===== src/rtl/pipe_ctrl_pkg.sv =====
// ============================================================================
// pipe_ctrl_pkg : shared stall, exception and state definitions for pipe_ctrl
// Revision 1.0 : initial release
// ============================================================================
`default_nettype none

package pipe_ctrl_pkg;

  localparam logic STOP   = 1'b1;
  localparam logic NOSTOP = 1'b0;

  // Bit order: [0]=pc [1]=IF [2]=ID [3]=EX [4]=MEM [5]=WB
  localparam logic [5:0] STALL_NONE = {6{NOSTOP}};
  localparam logic [5:0] STALL_ID   = {{3{NOSTOP}}, {3{STOP}}};
  localparam logic [5:0] STALL_EX   = {{2{NOSTOP}}, {4{STOP}}};
  localparam logic [5:0] STALL_MEM  = {NOSTOP, {5{STOP}}};
  localparam logic [5:0] STALL_ALL  = {6{STOP}};

  localparam logic [31:0] EXC_NONE = 32'h0000_0000;
  localparam logic [31:0] EXC_ERET = 32'h0000_000e;

  typedef enum logic [1:0] {
    ST_RUN   = 2'd0,
    ST_HOLD  = 2'd1,
    ST_FLUSH = 2'd2
  } state_t;

  function automatic logic [5:0] run_stall(input logic id, input logic ex, input logic mem);
    if (mem)     return STALL_MEM;
    else if (ex) return STALL_EX;
    else if (id) return STALL_ID;
    else         return STALL_NONE;
  endfunction

endpackage

`default_nettype wire


===== src/rtl/pipe_ctrl_bus_wdog.sv =====
// ============================================================================
// bus_wdog : counts consecutive bus-wait cycles and pulses on expiry
// Revision 1.0 : initial release
// ============================================================================
`default_nettype none

module bus_wdog #(
  parameter int TIMEOUT = 255,
  parameter int CNT_W   = 8
) (
  input  logic clk,
  input  logic rst,
  input  logic i_req,
  input  logic i_clr,
  output logic o_expire,
  output logic o_timeout
);

  localparam logic [CNT_W-1:0] LAST = CNT_W'(TIMEOUT - 1);

  logic [CNT_W-1:0] r_cnt;
  logic             r_timeout;

  // Expiry is combinational so the owner can redirect on the same edge the pulse registers.
  assign o_expire  = i_req && !i_clr && (r_cnt == LAST);
  assign o_timeout = r_timeout;

  always_ff @(posedge clk or posedge rst) begin
    if (rst) begin
      r_cnt     <= '0;
      r_timeout <= 1'b0;
    end else begin
      r_timeout <= o_expire;
      if (!i_req || i_clr || o_expire) r_cnt <= '0;
      else                             r_cnt <= r_cnt + 1'b1;
    end
  end

endmodule

`default_nettype wire


===== src/rtl/pipe_ctrl.sv =====
// ============================================================================
// pipe_ctrl : stall vector, exception/ERET flush sequencing and bus watchdog
// Revision 1.0 : initial release
// ============================================================================
`default_nettype none

module pipe_ctrl
  import pipe_ctrl_pkg::*;
#(
  parameter logic [31:0] EXC_VECTOR = 32'h0000_0020,
  parameter int          TIMEOUT    = 255,
  parameter int          CNT_W      = 8
) (
  input  logic        clk,
  input  logic        rst,
  input  logic        stallreq_id,
  input  logic        stallreq_ex,
  input  logic        stallreq_mem,
  input  logic [31:0] excepttype_i,
  input  logic [31:0] cp0_epc_i,
  output logic [5:0]  stall,
  output logic        flush,
  output logic [31:0] new_pc,
  output logic        bus_timeout,
  output logic        busy_hold
);

  state_t      r_state;
  state_t      w_next;
  logic [31:0] r_pend_code;
  logic [31:0] r_pend_epc;
  logic [31:0] r_new_pc;
  logic        r_flush;
  logic [5:0]  w_stall;
  logic        w_latch;
  logic        w_busy;
  logic        w_expire;
  logic        w_timeout;
  logic [31:0] w_code;
  logic [31:0] w_epc;
  logic [31:0] w_target;

  bus_wdog #(
    .TIMEOUT (TIMEOUT),
    .CNT_W   (CNT_W)
  ) u_wdog (
    .clk       (clk),
    .rst       (rst),
    .i_req     (stallreq_mem),
    .i_clr     (r_state == ST_FLUSH),
    .o_expire  (w_expire),
    .o_timeout (w_timeout)
  );

  always_comb begin
    w_next  = r_state;
    w_stall = STALL_NONE;
    w_latch = 1'b0;
    w_busy  = 1'b0;
    case (r_state)
      ST_RUN: begin
        w_stall = run_stall(stallreq_id, stallreq_ex, stallreq_mem);
        if (excepttype_i != EXC_NONE) begin
          w_latch = 1'b1;
          w_next  = stallreq_mem ? ST_HOLD : ST_FLUSH;
        end
      end
      ST_HOLD: begin
        w_busy  = 1'b1;
        w_stall = stallreq_mem ? STALL_MEM : STALL_ALL;
        if (!stallreq_mem) w_next = ST_FLUSH;
      end
      ST_FLUSH: w_next = ST_RUN;
      default:  w_next = ST_RUN;
    endcase
    if (w_expire) w_next = ST_FLUSH;
  end

  // In RUN the exception is consumed on the same edge it is latched, so look through the latch.
  assign w_code   = (r_state == ST_RUN) ? excepttype_i : r_pend_code;
  assign w_epc    = (r_state == ST_RUN) ? cp0_epc_i    : r_pend_epc;
  assign w_target = (!w_expire && w_code == EXC_ERET) ? w_epc : EXC_VECTOR;

  always_ff @(posedge clk or posedge rst) begin
    if (rst) begin
      r_state     <= ST_RUN;
      r_pend_code <= EXC_NONE;
      r_pend_epc  <= '0;
      r_new_pc    <= '0;
      r_flush     <= 1'b0;
    end else begin
      r_state <= w_next;
      r_flush <= (w_next == ST_FLUSH);
      if (w_next == ST_FLUSH) r_new_pc <= w_target;
      if (w_latch) begin
        r_pend_code <= excepttype_i;
        r_pend_epc  <= cp0_epc_i;
      end else if (r_state == ST_FLUSH) begin
        r_pend_code <= EXC_NONE;
      end
    end
  end

  assign stall       = rst ? STALL_NONE : w_stall;
  assign flush       = r_flush;
  assign new_pc      = r_new_pc;
  assign bus_timeout = w_timeout;
  assign busy_hold   = w_busy;

endmodule

`default_nettype wire

===== config.mk =====
export PLATFORM = sky130hd
export DESIGN_NAME = pipe_ctrl
export DESIGN_NICKNAME = d
export VERILOG_FILES = /design/src/rtl/pipe_ctrl_pkg.sv /design/src/rtl/pipe_ctrl_bus_wdog.sv /design/src/rtl/pipe_ctrl.sv
export SDC_FILE = /design/constraint.sdc
export NUM_CORES = 1
export LEC_CHECK = 0
export BUFFER_PORTS_ARGS = -buffer_cell sky130_fd_sc_hd__clkbuf_2
export CAP_MARGIN = 20
export CELL_PAD_IN_SITES_DETAIL_PLACEMENT = 1
export CELL_PAD_IN_SITES_GLOBAL_PLACEMENT = 2
export CORE_ASPECT_RATIO = 0.7
export CORE_UTILIZATION = 39
export CTS_BUF_LIST = sky130_fd_sc_hd__clkbuf_2 sky130_fd_sc_hd__clkbuf_4 sky130_fd_sc_hd__clkbuf_8
export DETAILED_ROUTE_END_ITERATION = 10
export GPL_TIMING_DRIVEN = 1
export PLACE_DENSITY_LB_ADDON = 0.25
export SYNTH_ARGS = -nofsm -noshare
export SYNTH_HDL_FRONTEND = slang
export SYNTH_HIERARCHICAL = 1
export SYNTH_SLANG_ARGS = --single-unit

===== constraint.sdc =====
create_clock -name clk -period 8.65 [get_ports clk]
set_clock_uncertainty 0.05 [all_clocks]
set_input_delay 0.865 -clock clk [delete_from_list [all_inputs] [get_ports clk]]
set_output_delay 0.865 -clock clk [all_outputs]
set_load 0.005 [all_outputs]

# ---- After elaboration in Yosys (flattened, before gate mapping)
# Cells that the tools add are included.
dict set report classes {
  addsub 1
  eq_ne 5
  muxes 20
  reduce_logical 11
}
# cell n
set ops {}
lappend ops {{$mux W32} 5}
lappend ops {{$eq A32 B4 Y1 const B} 1}
lappend ops {{$reduce_bool A32 Y1} 1}
lappend ops {{$mux W6} 2}
lappend ops {{$pmux W6 S2} 1}
lappend ops {{$add A8 B1 Y8 const B} 1}
lappend ops {{$eq A8 B8 Y1 const B} 1}
lappend ops {{$mux W2} 4}
lappend ops {{$mux W8} 1}
lappend ops {{$mux W5} 1}
lappend ops {{$eq A2 B2 Y1 const B} 2}
lappend ops {{$mux W4} 1}
lappend ops {{$pmux W2 S2} 1}
lappend ops {{$logic_and A1 B1 Y1} 3}
lappend ops {{$logic_not A1 Y1} 3}
lappend ops {{$mux W1} 3}
lappend ops {{$mux W3} 1}
lappend ops {{$eq A2 B1 Y1 const B} 1}
lappend ops {{$logic_not A2 Y1} 1}
lappend ops {{$logic_or A1 B1 Y1} 2}
lappend ops {{$reduce_bool A2 Y1} 1}
dict set report word_totals {
  register_bits 108
  out_inout_bits 41
  elab_cells 44
}

# ---- Longest topological paths before layout
# Gate-level depths: netlist (run 1).
dict set report depth {
  depth_word 7
  depth_mapped 10
  ltp_nobuf 8
}

# ---- Hierarchy
# The synthesis (run 1) kept the hierarchy.
# module instances cells_per_inst area_each_um2
set by_module_without_submodules {}
lappend by_module_without_submodules {pipe_ctrl 1 388 4642.0}
lappend by_module_without_submodules {bus_wdog 1 42 436.7}

# ---- Least setup slack after synthesis (run 1)
# OpenSTA, ideal clock, no wires.
dict set report synth_path {
  path_kind {input to register}
  from {input port stallreq_mem}
  to {register r_new_pc[23], in the netlist new_pc[23]}
  setup_ps 92
  arrival_time_ps 2334
  slack_ps 6174
  stages 7
  cell_sequence {nand2b_1 > nor3_1 > or4_4 > nor4_4 > a41oi_4 > buf_6 > o31ai_2}
}
dict set report synth_between {
  elab_chain_cells 5
}
# item line_no
set synth_rtl {}
lappend synth_rtl {{start, declared} pipe_ctrl.sv:18} ;# input logic stallreq_mem,
lappend synth_rtl {{$logic_and A1 B1 Y1 (*) (2 in series)} pipe_ctrl_bus_wdog.sv:25} ;# assign o_expire = i_req && !i_clr && (r_cnt == LAST);
lappend synth_rtl {{named net w_expire} pipe_ctrl.sv:37} ;# logic w_expire;
lappend synth_rtl {{$logic_not A1 Y1} pipe_ctrl.sv:82} ;# assign w_target = (!w_expire && w_code == EXC_ERET) ? w_epc : EXC_VECTOR;
lappend synth_rtl {{$logic_and A1 B1 Y1} pipe_ctrl.sv:82}
lappend synth_rtl {{$mux W32} pipe_ctrl.sv:82}
lappend synth_rtl {{end signal, assigned} pipe_ctrl.sv:94} ;# if (w_next == ST_FLUSH) r_new_pc <= w_target;
lappend synth_rtl {{end, declared} pipe_ctrl.sv:32} ;# logic [31:0] r_new_pc;
# Mark *: on every way through the listed nets, which the timed path passes. The rest lies on a longest branch.
# A chain may end at the register's enable or synchronous reset.

# ---- Worst setup path after layout (run 1)
dict set report layout_path {
  from {input port excepttype_i[20]}
  to {register r_new_pc[5], in the netlist new_pc[5]}
}
dict set report layout_between {
  elab_chain_cells 5
}
# item line_no
set layout_rtl {}
lappend layout_rtl {{start, declared} pipe_ctrl.sv:19} ;# input logic [31:0] excepttype_i,
lappend layout_rtl {{$reduce_bool A32 Y1} pipe_ctrl.sv:63} ;# if (excepttype_i != EXC_NONE) begin
lappend layout_rtl {{$mux W2} pipe_ctrl.sv:63}
lappend layout_rtl {{$pmux W2 S2} pipe_ctrl.sv:60} ;# case (r_state)
lappend layout_rtl {{$mux W2} pipe_ctrl.sv:76} ;# if (w_expire) w_next = ST_FLUSH;
lappend layout_rtl {{$eq A2 B2 Y1} pipe_ctrl.sv:94}
# Several ways; a longest one is shown, not always the timed one.

==> summary.md, run 1 <==
| Metric | Value |
|---|---|
| Mean post-synth cell area | `11.81 sq um` |
| Maximum vdd drop | `0.07257 mV` |
| Top cells by area, synth | `dfrtp_1, o31ai_2, mux2_1` |
| Critical path depth | `7` |
| Post-synth ARST share | `1.000` |
| Pleak | `2.756 nW` |
| Vias in the first global route | `4127` |
| Reg2Reg Depth | `8` |
| I/O Pins | `110` |
| Hpwl dp | `8647 um` |
| Commonest cells post-synth | `dfrtp_1, nand2_1, mux2_1, mux2i_1, o31ai_2` |
| Drt first pass iters | `7` |
| Fin crit share | `0.3609` |
| Critical path startpoint | `excepttype_i[20]` |
| CP max FO | `32` |
| Post-Route WL | `12570 um` |
| Post-route ant nets | `0` |
| Row cnt | `34` |
| First-pass GRT wire length | `21690 um` |
| Wire length per cell | `18.14 um` |
| Post-synth EDFFs | `0` |
| Crit path largest cell delay | `0.81 ns` |
| Seq. cell area | `2703 sq um` |
| Total core area | `12550 sq um` |
| Clock latency at the later pin of the worst-skew pair | `0.38 ns` |
| Crit start category | `primary input` |
| Synth Flop Type | `dfrtp_1` |
| Synth Net Count | `501` |
| Worst slew margin | `0.3270` |
| Starting Density | `0.4047` |
| R2r setup slk | `5.62 ns` |
| Max-cap violations | `0` |
| Placer Congestion | `0.7631` |
| RSZ-0062 raised after global routing | `no` |
| Overflow after GRT | `0` |
| Largest net degree at the start of global routing | `67` |
| #FFs+latches synth | `108` |
| Critical R2R Capture | `new_pc[5]` |
| Vias/cell | `5.472` |
| Power Density | `179.6 nW/um^2` |
| Yosys cell types | `48` |
| Arr. time, crit path | `3.34 ns` |
| Share of Yosys cell area claimed by the top area cell type | `0.5322` |
| Antenna violations before repair | `0` |
| Hold WC Path Type | `in2async` |
| Routed via count | `3792` |
| Number of buffers added on ports | `109` |
| Util after Layout | `0.4762` |
| # DRC | `12` |
| Metal1 wirelength | `6032 um` |
| Post-Synthesis Cells | `430` |
| Area grow syn2layout | `17.66%` |
| Nets | `597` |
| Least-Margin Pin Slew | `1.010 ns` |
| Final setup violation count | `0` |
| Worst setup EP type | `flip-flop` |
| Diodes inserted | `0` |
| CP Data Required Time | `8.86 ns` |
| Final slew viol count | `0` |
| CP cell instances | `clkbuf_2 -> nor4_1 -> and4_1 -> and2_1 -> a41oi_4 -> buf_4 -> o31a_1` |
| Failing checks | `design-rule violations` |
| Multi-input logic area | `2206 sq um` |
| Buf/Inv on CP | `2` |
| Post-CTS setup buffer count | `0` |
| DIE AREA | `13490 sq um` |
| Sequential area share after synthesis | `0.5322` |
| Finished Layout Cells | `693` |
| Post_cts resized | `0` |
| Count leader, synth | `dfrtp_1` |
| Met2 wirelength from detailed routing | `5796 um` |
| Worst setup path class | `in2reg` |
| Slowest-stage cell, CP | `and2_1` |
| CTS max path bufs | `2` |
| Max Freq | `320.3 MHz` |
| Crit path time final | `3.122 ns` |
| GR Util All Layers | `0.2035` |
| Crit-path leading delay family | `simple AND/OR/NAND/NOR gates` |
| Post-Syn Area | `5079 sq um` |
| Share of cells above drive strength 1 | `0.3315` |
| Final hold violations | `0` |
| DIE WIDTH | `138.4 um` |
| H-tree depth | `3` |
| Die height | `97.48 um` |
| Setup TNS Final | `0 ns` |
| Max layer used | `met4` |
| CTS tree | `built` |
| Worst reg2reg startpoint | `r_state[1]` |
| Clock Sinks | `108` |
| Fill cell count | `1378` |
| Metal3 WL | `629 um` |
| Root Driver | `clkbuf_8` |
| DRT iter0 DRCs | `234` |
| Critical Path Sink | `new_pc[5]` |
| Outcome | `complete, but fails checks` |
| Yosys warns | `6` |
| Clock Pin Slew Worst Setup and Hold Paths | `0.10 ns` |
| Cell taking the most area after synthesis | `dfrtp_1` |
| Placed Cells | `677` |
| TritonCTS Buffers | `9` |
| Post-CTS Hold Buffers | `0` |
routing by layer:
layer / GRT usage / vias to the layer above
met5: 0 / -
met1: 0.2866 / 1916
li1: - / 1779
met4: 0.05359 / 0
met3: 0.04633 / 9
met2: 0.3159 / 88
power by group:
| part | leakage [nW] | switching, mW | total [mW] | internal (mW) |
|---|---|---|---|---|
| logic | 1.25 | 0.0866 | 0.148 | 0.0611 |
| registers | 1.38 | 0.0263 | 0.570 | 0.544 |
| clock network | 0.120 | 0.175 | 0.355 | 0.180 |
kinds of logic after synthesis:
| family | after synthesis | share of synthesized area |
|---|---|---|
| AND/OR/NAND/NOR | 113 | 0.1099 |
| XOR/XNOR | 3 | 0.005175 |
| flip-flops | 108 | 0.5322 |
| buffers and inverters | 38 | 0.03572 |
| multiplexers | 64 | 0.1343 |
| AO/OA/AOI/OAI | 102 | 0.1779 |
| adder cells (fa/ha/maj) | 2 | 0.004927 |
how the worst min path moves through the flow:
stage	slack (ns)	endpoint
floorplan	0.41	r_pend_code[3]
global placement	0.42	new_pc[21]
detailed placement	0.43	new_pc[10]
CTS	0.43	u_wdog/o_timeout
global route	0.45	u_wdog/o_timeout
finish	0.44	u_wdog/r_cnt[7]
flip-flops by register name (all words and copies together) (netlist names):
| signal | cells |
|---|---|
| r_pend_code | 32 |
| r_state | 2 |
| u_wdog/r_cnt | 8 |
| u_wdog/o_timeout | 1 |
| new_pc | 32 |
| r_pend_epc | 32 |
| flush | 1 |
layout by cell type (no fill, tap or decap), types with 3 or more instances in the layout:
cell	n
a21oi_1	3
a22o_1	8
a32oi_1	24
buf_4	8
clkbuf_2	109
clkbuf_8	11
dfrtp_1	108
inv_2	3
mux2_1	32
mux2i_1	31
nand2_1	59
nand3_1	5
nand4_1	3
nor2_1	14
nor3_1	3
nor4_1	11
o21ai_1	25
o31ai_2	30
layout make-up:
class	count	area share
Sequential cell	108	0.4523
Multi-Input combinational cell	284	0.3691
Timing Repair Buffer	117	0.1013
Tap cell	162	0.03392
Clock buffer	11	0.02533
Clock inverter	5	0.01382
Inverter	6	0.004188
metrics by stage:
step	setup WS, ns	instance area, sq um	power [mW]	hold WS (ns)
2_1_floorplan	5.145	5079	0.6740	0.4081
3_3_place_gp	5.144	5742	0.7222	0.4173
3_5_place_dp	5.119	5742	0.7307	0.4273
4_1_cts	5.527	5976	1.089	0.4329
5_1_grt	5.301	5976	1.128	0.4522
6_report	5.528	5976	1.073	0.4385
worst reg2reg max path, stage by stage, from the launching register on:
cell      delay, ns
dfrtp_1        0.37
buf_4          0.24
nor2b_1        0.19
nand2b_1       0.19
nor3_1         0.68
nor2_1         0.15
a41o_2         0.26
buf_4          0.36
o31a_1         0.43
Note: power is estimated with default switching activity, not from simulation.
==> run 2, diff against run 1 <==
--- a/config.mk
+++ b/config.mk
@@ -10,7 +10,7 @@
 export CELL_PAD_IN_SITES_DETAIL_PLACEMENT = 1
 export CELL_PAD_IN_SITES_GLOBAL_PLACEMENT = 2
 export CORE_ASPECT_RATIO = 0.7
-export CORE_UTILIZATION = 39
+export CORE_UTILIZATION = 37
 export CTS_BUF_LIST = sky130_fd_sc_hd__clkbuf_2 sky130_fd_sc_hd__clkbuf_4 sky130_fd_sc_hd__clkbuf_8
 export DETAILED_ROUTE_END_ITERATION = 10
 export GPL_TIMING_DRIVEN = 1
==> constraint.sdc (replaced) <==
create_clock -name clk -period 3.24 [get_ports clk]
set_clock_uncertainty 0.05 [all_clocks]
set_input_delay 0.324 -clock clk [delete_from_list [all_inputs] [get_ports clk]]
set_output_delay 0.324 -clock clk [all_outputs]
set_load 0.005 [all_outputs]
==> summary.md, run 2 (synthesis results as in run 1) <==
| Metric | Value |
|---|---|
| Outcome | `finished clean (was complete, but fails checks)` |
| Least-Margin Pin Slew | `0.9825 ns (was 1.010 ns)` |
| Clock Sinks | `108 (unchanged)` |
| Vias in the first global route | `4006 (was 4127)` |
| Worst slew margin | `0.3429 (was 0.3270)` |
| Max-cap violations | `0 (unchanged)` |
| Antenna violations before repair | `0 (unchanged)` |
| Vias/cell | `5.291 (was 5.472)` |
| CP max FO | `21 (was 32)` |
| Post-Route WL | `12880 um (was 12570 um)` |
| Metal3 WL | `577 um (was 629 um)` |
| Nets | `604 (was 597)` |
| Die height | `100.0 um (was 97.48 um)` |
| CTS tree | `built (unchanged)` |
| Total core area | `13270 sq um (was 12550 sq um)` |
| Worst setup EP type | `flip-flop (unchanged)` |
| Multi-input logic area | `2208 sq um (was 2206 sq um)` |
| Max Freq | `358.3 MHz` |
| Share of cells above drive strength 1 | `0.3389 (was 0.3315)` |
| Worst setup path class | `reg2reg (was in2reg)` |
| Fin crit share | `0.8613` |
| Power Density | `467.4 nW/um^2 (was 179.6 nW/um^2)` |
| Commonest non-fill, non-tap cells in the layout | `clkbuf_2, dfrtp_1, nand2_1 (unchanged)` |
| H-tree depth | `3 (unchanged)` |
| DIE AREA | `14210 sq um (was 13490 sq um)` |
| Root Driver | `clkbuf_8 (unchanged)` |
| Reg power frac | `0.535 (was 0.531)` |
| Final setup violation count | `0 (unchanged)` |
| # DRC | `0 (was 12)` |
| Pleak | `2.791 nW (was 2.756 nW)` |
| Met2 wirelength from detailed routing | `5849 um (was 5796 um)` |
| Clock Pin Slew Worst Setup and Hold Paths | `0.10 ns (about the same)` |
| Commonest non-fill, non-tap cell in the layout | `clkbuf_2 (unchanged)` |
| Critical path's most frequent cell | `buf_4` |
| Placer Congestion | `0.7540 (was 0.7631)` |
| Hold WC Path Type | `in2reg (was in2async)` |
| Seq. cell area | `2703 sq um (unchanged)` |
| Fill cell count | `1445 (was 1378)` |
| Worst Hold Depth | `2` |
| Overall power | `2.843 mW (was 1.073 mW)` |
| CTS max path bufs | `2 (unchanged)` |
| Row cnt | `35 (was 34)` |
| Design area | `6083 sq um (was 5976 sq um)` |
| Wire length per cell | `17.84 um (was 18.14 um)` |
| Crit path time final | `2.791 ns` |
| Drt first pass iters | `4 (was 7)` |
| Post-place instance area | `5823 sq um (was 5742 sq um)` |
| Hpwl dp | `9033 um (was 8647 um)` |
| Final slew viol count | `0 (unchanged)` |
| Clock power share | `0.323 (was 0.331)` |
| Comb power frac | `0.143 (was 0.138)` |
| Overflow after GRT | `0 (unchanged)` |
| Reg2Reg Depth | `10 (was 8)` |
| TritonCTS Buffers | `9 (unchanged)` |
| Sw Ratio | `0.2681 (was 0.2684)` |
| DIE WIDTH | `142.0 um (was 138.4 um)` |
| Post-route ant nets | `0 (unchanged)` |
| Worst reg2reg startpoint | `u_wdog/r_cnt[0] (was r_state[1])` |
| Crit start category | `flip-flop (was primary input)` |
| Slowest-stage cell, CP | `or4_4 (was and2_1)` |
| First-pass GRT wire length | `21440 um (was 21690 um)` |
| Starting Density | `0.3827 (was 0.4047)` |
| Maximum vdd drop | `0.2161 mV (was 0.07257 mV)` |
| Switching pwr | `0.7624 mW (was 0.2881 mW)` |
| I/O Pins | `110 (unchanged)` |
| CP cell instances | `inv_1 -> ha_1 -> nand3_1 -> nor3_1 -> buf_4 -> or4_4 -> nor4_4 -> a41oi_4 -> buf_4 -> o31ai_2 (was clkbuf_2 -> nor4_1 -> and4_1 -> and2_1 -> a41oi_4 -> buf_4 -> o31a_1)` |
| Post_cts resized | `0 (unchanged)` |
| CP Data Required Time | `3.47 ns (was 8.86 ns)` |
| Final hold violations | `0 (unchanged)` |
| Number of buffers added on ports | `109 (unchanged)` |
| Setup TNS Final | `0 ns (unchanged)` |
| Clock latency at the later pin of the worst-skew pair | `0.37 ns (was 0.38 ns)` |
| DRT iter0 DRCs | `221 (was 234)` |
| Critical path startpoint | `u_wdog/r_cnt[0] (was excepttype_i[20])` |
| Diodes inserted | `0 (unchanged)` |
| Hold Crit Start | `cp0_epc_i[15]` |
| RSZ-0062 raised after global routing | `no (unchanged)` |
| Crit path largest cell delay | `0.54 ns (was 0.81 ns)` |
| Routed via count | `3820 (was 3792)` |
| Arr. time, crit path | `3.02 ns (was 3.34 ns)` |
| Metal1 wirelength | `6366 um (was 6032 um)` |
| Area grow syn2layout | `19.78% (was 17.66%)` |
| GR Util All Layers | `0.1944 (was 0.2035)` |
| Largest net degree at the start of global routing | `80 (was 67)` |
| Internal | `2.081 mW (was 0.7853 mW)` |
| Max layer used | `met4 (unchanged)` |
-- run 2: changes by cell type in the layout (fill, tap and decap cells not counted), sizes merged --
| cell | before | now |
|---|---|---|
| buf | 8 | 14 |
| clkbuf | 120 | 119 |
| clkinv | 2 | 1 |
| clkinvlp | 0 | 1 |
| dlygate4sd3 | 0 | 1 |
-- run 2: path summary, 6_finish.rpt --
path,endpoint,slack [ns]
max,new_pc[28],0.45
min,r_pend_epc[15],0.12
max reg2reg,new_pc[28],0.45
min reg2reg,new_pc[29],0.44
max in group asynchronous,r_pend_epc[29],1.95
min in group asynchronous,new_pc[31],0.39
-- run 2: per-stage QoR --
step | worst slack [ns] | hold WS [ns] | cells | utilization
after floorplan | 0.2756 | 0.1019 | 430 | -
after global placement | 0.5581 | 0.3312 | 705 | 0.4389
after detailed placement | 0.4537 | 0.3256 | 705 | 0.4389
after CTS | 0.4193 | 0.1006 | 721 | 0.4564
after global routing | 0.2722 | 0.1132 | 722 | 0.4585
final | 0.4492 | 0.1249 | 722 | 0.4585
-- run 2: power by group through the flow --
stage | combinational (mW) | clock (mW) | sequential [mW]
2_1_floorplan | 0.274 | 0 | 1.53
3_3_place_gp | 0.396 | 0 | 1.54
3_5_place_dp | 0.409 | 0 | 1.55
4_1_cts | 0.411 | 0.954 | 1.52
5_1_grt | 0.453 | 1.00 | 1.53
6_report | 0.405 | 0.918 | 1.52
-- run 2: cell type report --
cell class                 count  area share
sequential                   108      0.4443
multi-input combinational    284      0.3630
timing repair buffer         124      0.1139
tap                          185     0.03805
clock buffer                  10     0.02262
clock inverter                 5     0.01399
inverter                       6    0.004114
-- run 2: per-layer routing --
layer | global-route usage | vias up
li1 | - | 1797
met1 | 0.2851 | 1932
met3 | 0.04294 | 8
met4 | 0.03970 | 0
met5 | 0 | -
met2 | 0.2949 | 83
-- run 2: timing repair --
item / 4_1_cts / 5_1_grt
hold buffers: 1 / 0
buffers inserted: 0 / 0
endpoints found under the hold margin: 9 / 0
setup endpoints to repair: 0 / 0
-- run 2: critical path, delay by kind of cell, from the launching register on --
kind | cells | cell delay (ns)
fa+ha+maj | 1 | 0.22
buf+inv | 3 | 0.59
compound gates | 2 | 0.44
simple gates | 4 | 0.99
flops | 1 | 0.42
==> run 3, diff against run 2 <==
--- a/config.mk
+++ b/config.mk
@@ -7,10 +7,10 @@
 export LEC_CHECK = 0
 export BUFFER_PORTS_ARGS = -buffer_cell sky130_fd_sc_hd__clkbuf_2
 export CAP_MARGIN = 20
-export CELL_PAD_IN_SITES_DETAIL_PLACEMENT = 1
-export CELL_PAD_IN_SITES_GLOBAL_PLACEMENT = 2
+export CELL_PAD_IN_SITES_DETAIL_PLACEMENT = 0
+export CELL_PAD_IN_SITES_GLOBAL_PLACEMENT = 1
 export CORE_ASPECT_RATIO = 0.7
-export CORE_UTILIZATION = 37
+export CORE_UTILIZATION = 40
 export CTS_BUF_LIST = sky130_fd_sc_hd__clkbuf_2 sky130_fd_sc_hd__clkbuf_4 sky130_fd_sc_hd__clkbuf_8
 export DETAILED_ROUTE_END_ITERATION = 10
 export GPL_TIMING_DRIVEN = 1
==> constraint.sdc (replaced) <==
create_clock -name clk -period 2.3 [get_ports clk]
set_clock_uncertainty 0.05 [all_clocks]
set_input_delay 0.23 -clock clk [delete_from_list [all_inputs] [get_ports clk]]
set_output_delay 0.23 -clock clk [all_outputs]
set_load 0.005 [all_outputs]
==> summary.md, run 3 (synthesis results as in run 1) <==
| Metric | Value |
|---|---|
| Outcome | `finished clean (unchanged)` |
| Antenna violations before repair | `0 (unchanged)` |
| # DRC | `0 (unchanged)` |
| Drt first pass iters | `4 (unchanged)` |
| Worst reg2reg startpoint | `r_pend_code[10] (was u_wdog/r_cnt[0])` |
| Nets | `612 (was 604)` |
| Share of cells above drive strength 1 | `0.3553 (was 0.3389)` |
| Final slew viol count | `0 (unchanged)` |
| RSZ-0062 raised after global routing | `yes (was no)` |
| Largest net degree at the start of global routing | `64 (was 80)` |
| Area grow syn2layout | `21.68% (was 19.78%)` |
| Worst slew margin | `0.6621 (was 0.3429)` |
| CTS max path bufs | `2 (unchanged)` |
| Clock latency at the later pin of the worst-skew pair | `0.38 ns (was 0.37 ns)` |
| GR Util All Layers | `0.1889 (was 0.1944)` |
| Final setup violation count | `0 (unchanged)` |
| CTS tree | `built (unchanged)` |
| Crit path time final | `2.228 ns (was 2.791 ns)` |
| Overflow after GRT | `0 (unchanged)` |
| Clock Sinks | `108 (unchanged)` |
| I/O Pins | `110 (unchanged)` |
| Fin crit share | `0.9686 (was 0.8613)` |
| Starting Density | `0.4102 (was 0.3827)` |
| Critical R2R Capture | `new_pc[28] (unchanged)` |
| Finished Layout Cells | `708 (was 722)` |
| Worst setup path class | `reg2reg (unchanged)` |
| Hold Crit Start | `cp0_epc_i[10] (was cp0_epc_i[15])` |
| Power Density | `623.1 nW/um^2 (was 467.4 nW/um^2)` |
| DRT iter0 DRCs | `194 (was 221)` |
| Worst hold slack | `0.02298 ns (was 0.1249 ns)` |
| Reg2Reg Depth | `6 (was 10)` |
| Post-Route WL | `12000 um (was 12880 um)` |
| Multi-input logic area | `2231 sq um (was 2208 sq um)` |
| Final hold violations | `0 (unchanged)` |
| Vias/cell | `5.388 (was 5.291)` |
| Post-place instance area | `5898 sq um (was 5823 sq um)` |
| Hold WC Path Type | `in2reg (unchanged)` |
| Worst setup EP type | `flip-flop (unchanged)` |
| Number of buffers added on ports | `109 (unchanged)` |
| Design area | `6180 sq um (was 6083 sq um)` |
| Overall power | `3.850 mW (was 2.843 mW)` |
| TritonCTS Buffers | `9 (unchanged)` |
| Diodes inserted | `0 (unchanged)` |
| Commonest non-fill, non-tap cells in the layout | `clkbuf_2, dfrtp_1, nand2_1 (unchanged)` |
| Clock Pin Slew Worst Setup and Hold Paths | `0.10 ns (about the same)` |
| CP max FO | `15 (was 21)` |
| Maximum vdd drop | `0.3569 mV (was 0.2161 mV)` |
| Hold endpoint | `r_pend_epc[10] (was r_pend_epc[15])` |
| Crit start category | `flip-flop (unchanged)` |
| Total core area | `12380 sq um (was 13270 sq um)` |
| First-pass GRT wire length | `18940 um (was 21440 um)` |
| Fill cell count | `1128 (was 1445)` |
| Placer Congestion | `0.7912 (was 0.7540)` |
| Max-cap violations | `0 (unchanged)` |
| Arr. time, crit path | `2.47 ns (was 3.02 ns)` |
| Pleak | `2.852 nW (was 2.791 nW)` |
| Least-Margin Pin Slew | `0.5058 ns (was 0.9825 ns)` |
| Vias in the first global route | `3719 (was 4006)` |
| DIE AREA | `13160 sq um (was 14210 sq um)` |
| Worst Hold Depth | `2 (unchanged)` |
| Hpwl dp | `8057 um (was 9033 um)` |
| Placed Cells | `687 (was 705)` |
| H-tree depth | `3 (unchanged)` |
| Root Driver | `clkbuf_8 (unchanged)` |
| Wire length per cell | `16.95 um (was 17.84 um)` |
| Routed via count | `3815 (was 3820)` |
| Die height | `96.28 um (was 100.0 um)` |
| R2r setup slk | `0.07 ns (was 0.45 ns)` |
| Row cnt | `34 (was 35)` |
| Max Freq | `448.9 MHz (was 358.3 MHz)` |
| CP Data Required Time | `2.55 ns (was 3.47 ns)` |
| DIE WIDTH | `136.7 um (was 142.0 um)` |
| Post-route ant nets | `0 (unchanged)` |
| Seq. cell area | `2703 sq um (unchanged)` |
| Commonest non-fill, non-tap cell in the layout | `clkbuf_2 (unchanged)` |
## run 3: changes by cell type in the layout (fill, tap and decap cells not counted), moves of 2 or more
cell / change
clkbuf_16: +2
buf_4: +2
bufinv_16: -2
buf_12: +5
clkinv_2: +2
## run 3: routing by layer
metal / routed length, um / global-route usage / share of wire
met1: 5951 / 0.2679 / 0.50
met2: 5277 / 0.2783 / 0.44
met3: 625 / 0.05055 / 0.052
met4: 146 / 0.06204 / 0.012
met5: 0 / 0 / 0
## run 3: layout make-up
class,instances,share of cell area
Clock inverter,5,0.005669
Sequential cell,108,0.4373
Clock buffer,11,0.02450
Timing Repair Buffer,132,0.1344
Multi-Input combinational cell,284,0.3610
Tap cell,162,0.03280
Inverter,6,0.004252
## run 3: worst max path at each step
stage,end,start
2_1_floorplan,new_pc[23],r_state[1]
3_3_place_gp,new_pc[21],r_pend_code[10]
3_5_place_dp,new_pc[29],u_wdog/r_cnt[1]
4_1_cts,new_pc[29],u_wdog/r_cnt[1]
5_1_grt,new_pc[6],r_pend_code[10]
6_report,new_pc[28],r_pend_code[10]
## run 3: where the power goes
part	total [mW]	internal [mW]	switching, mW
Combinational	0.594	0.264	0.330
Sequential	2.14	2.05	0.0901
Clock	1.12	0.456	0.664
Total	3.85	2.77	1.08
## run 3: repair_timing
action | 4_1_cts | 5_1_grt
buffers inserted | 0 | 2
resized for setup | 0 | 4
setup endpoints to repair | 0 | 34
hold buffers | 1 | 0
endpoints found under the hold margin | 108 | 0
## run 3: critical path: stages (launching register included)
cell	delay [ns]
dfrtp_1	0.39
or4_1	0.51
or4_4	0.43
nor4_4	0.19
a41oi_4	0.11
clkbuf_16	0.26
o31ai_2	0.21
## run 3: per-stage QoR
step           utilization  setup WS (ns)  setup TNS (ns)
2_1_floorplan            -        0.06292               0
3_5_place_dp        0.4765        0.05062               0
3_3_place_gp        0.4765         0.1201               0
4_1_cts             0.4923        0.02334               0
5_1_grt             0.4992      -0.007016        -0.02717
6_report            0.4992        0.07215               0
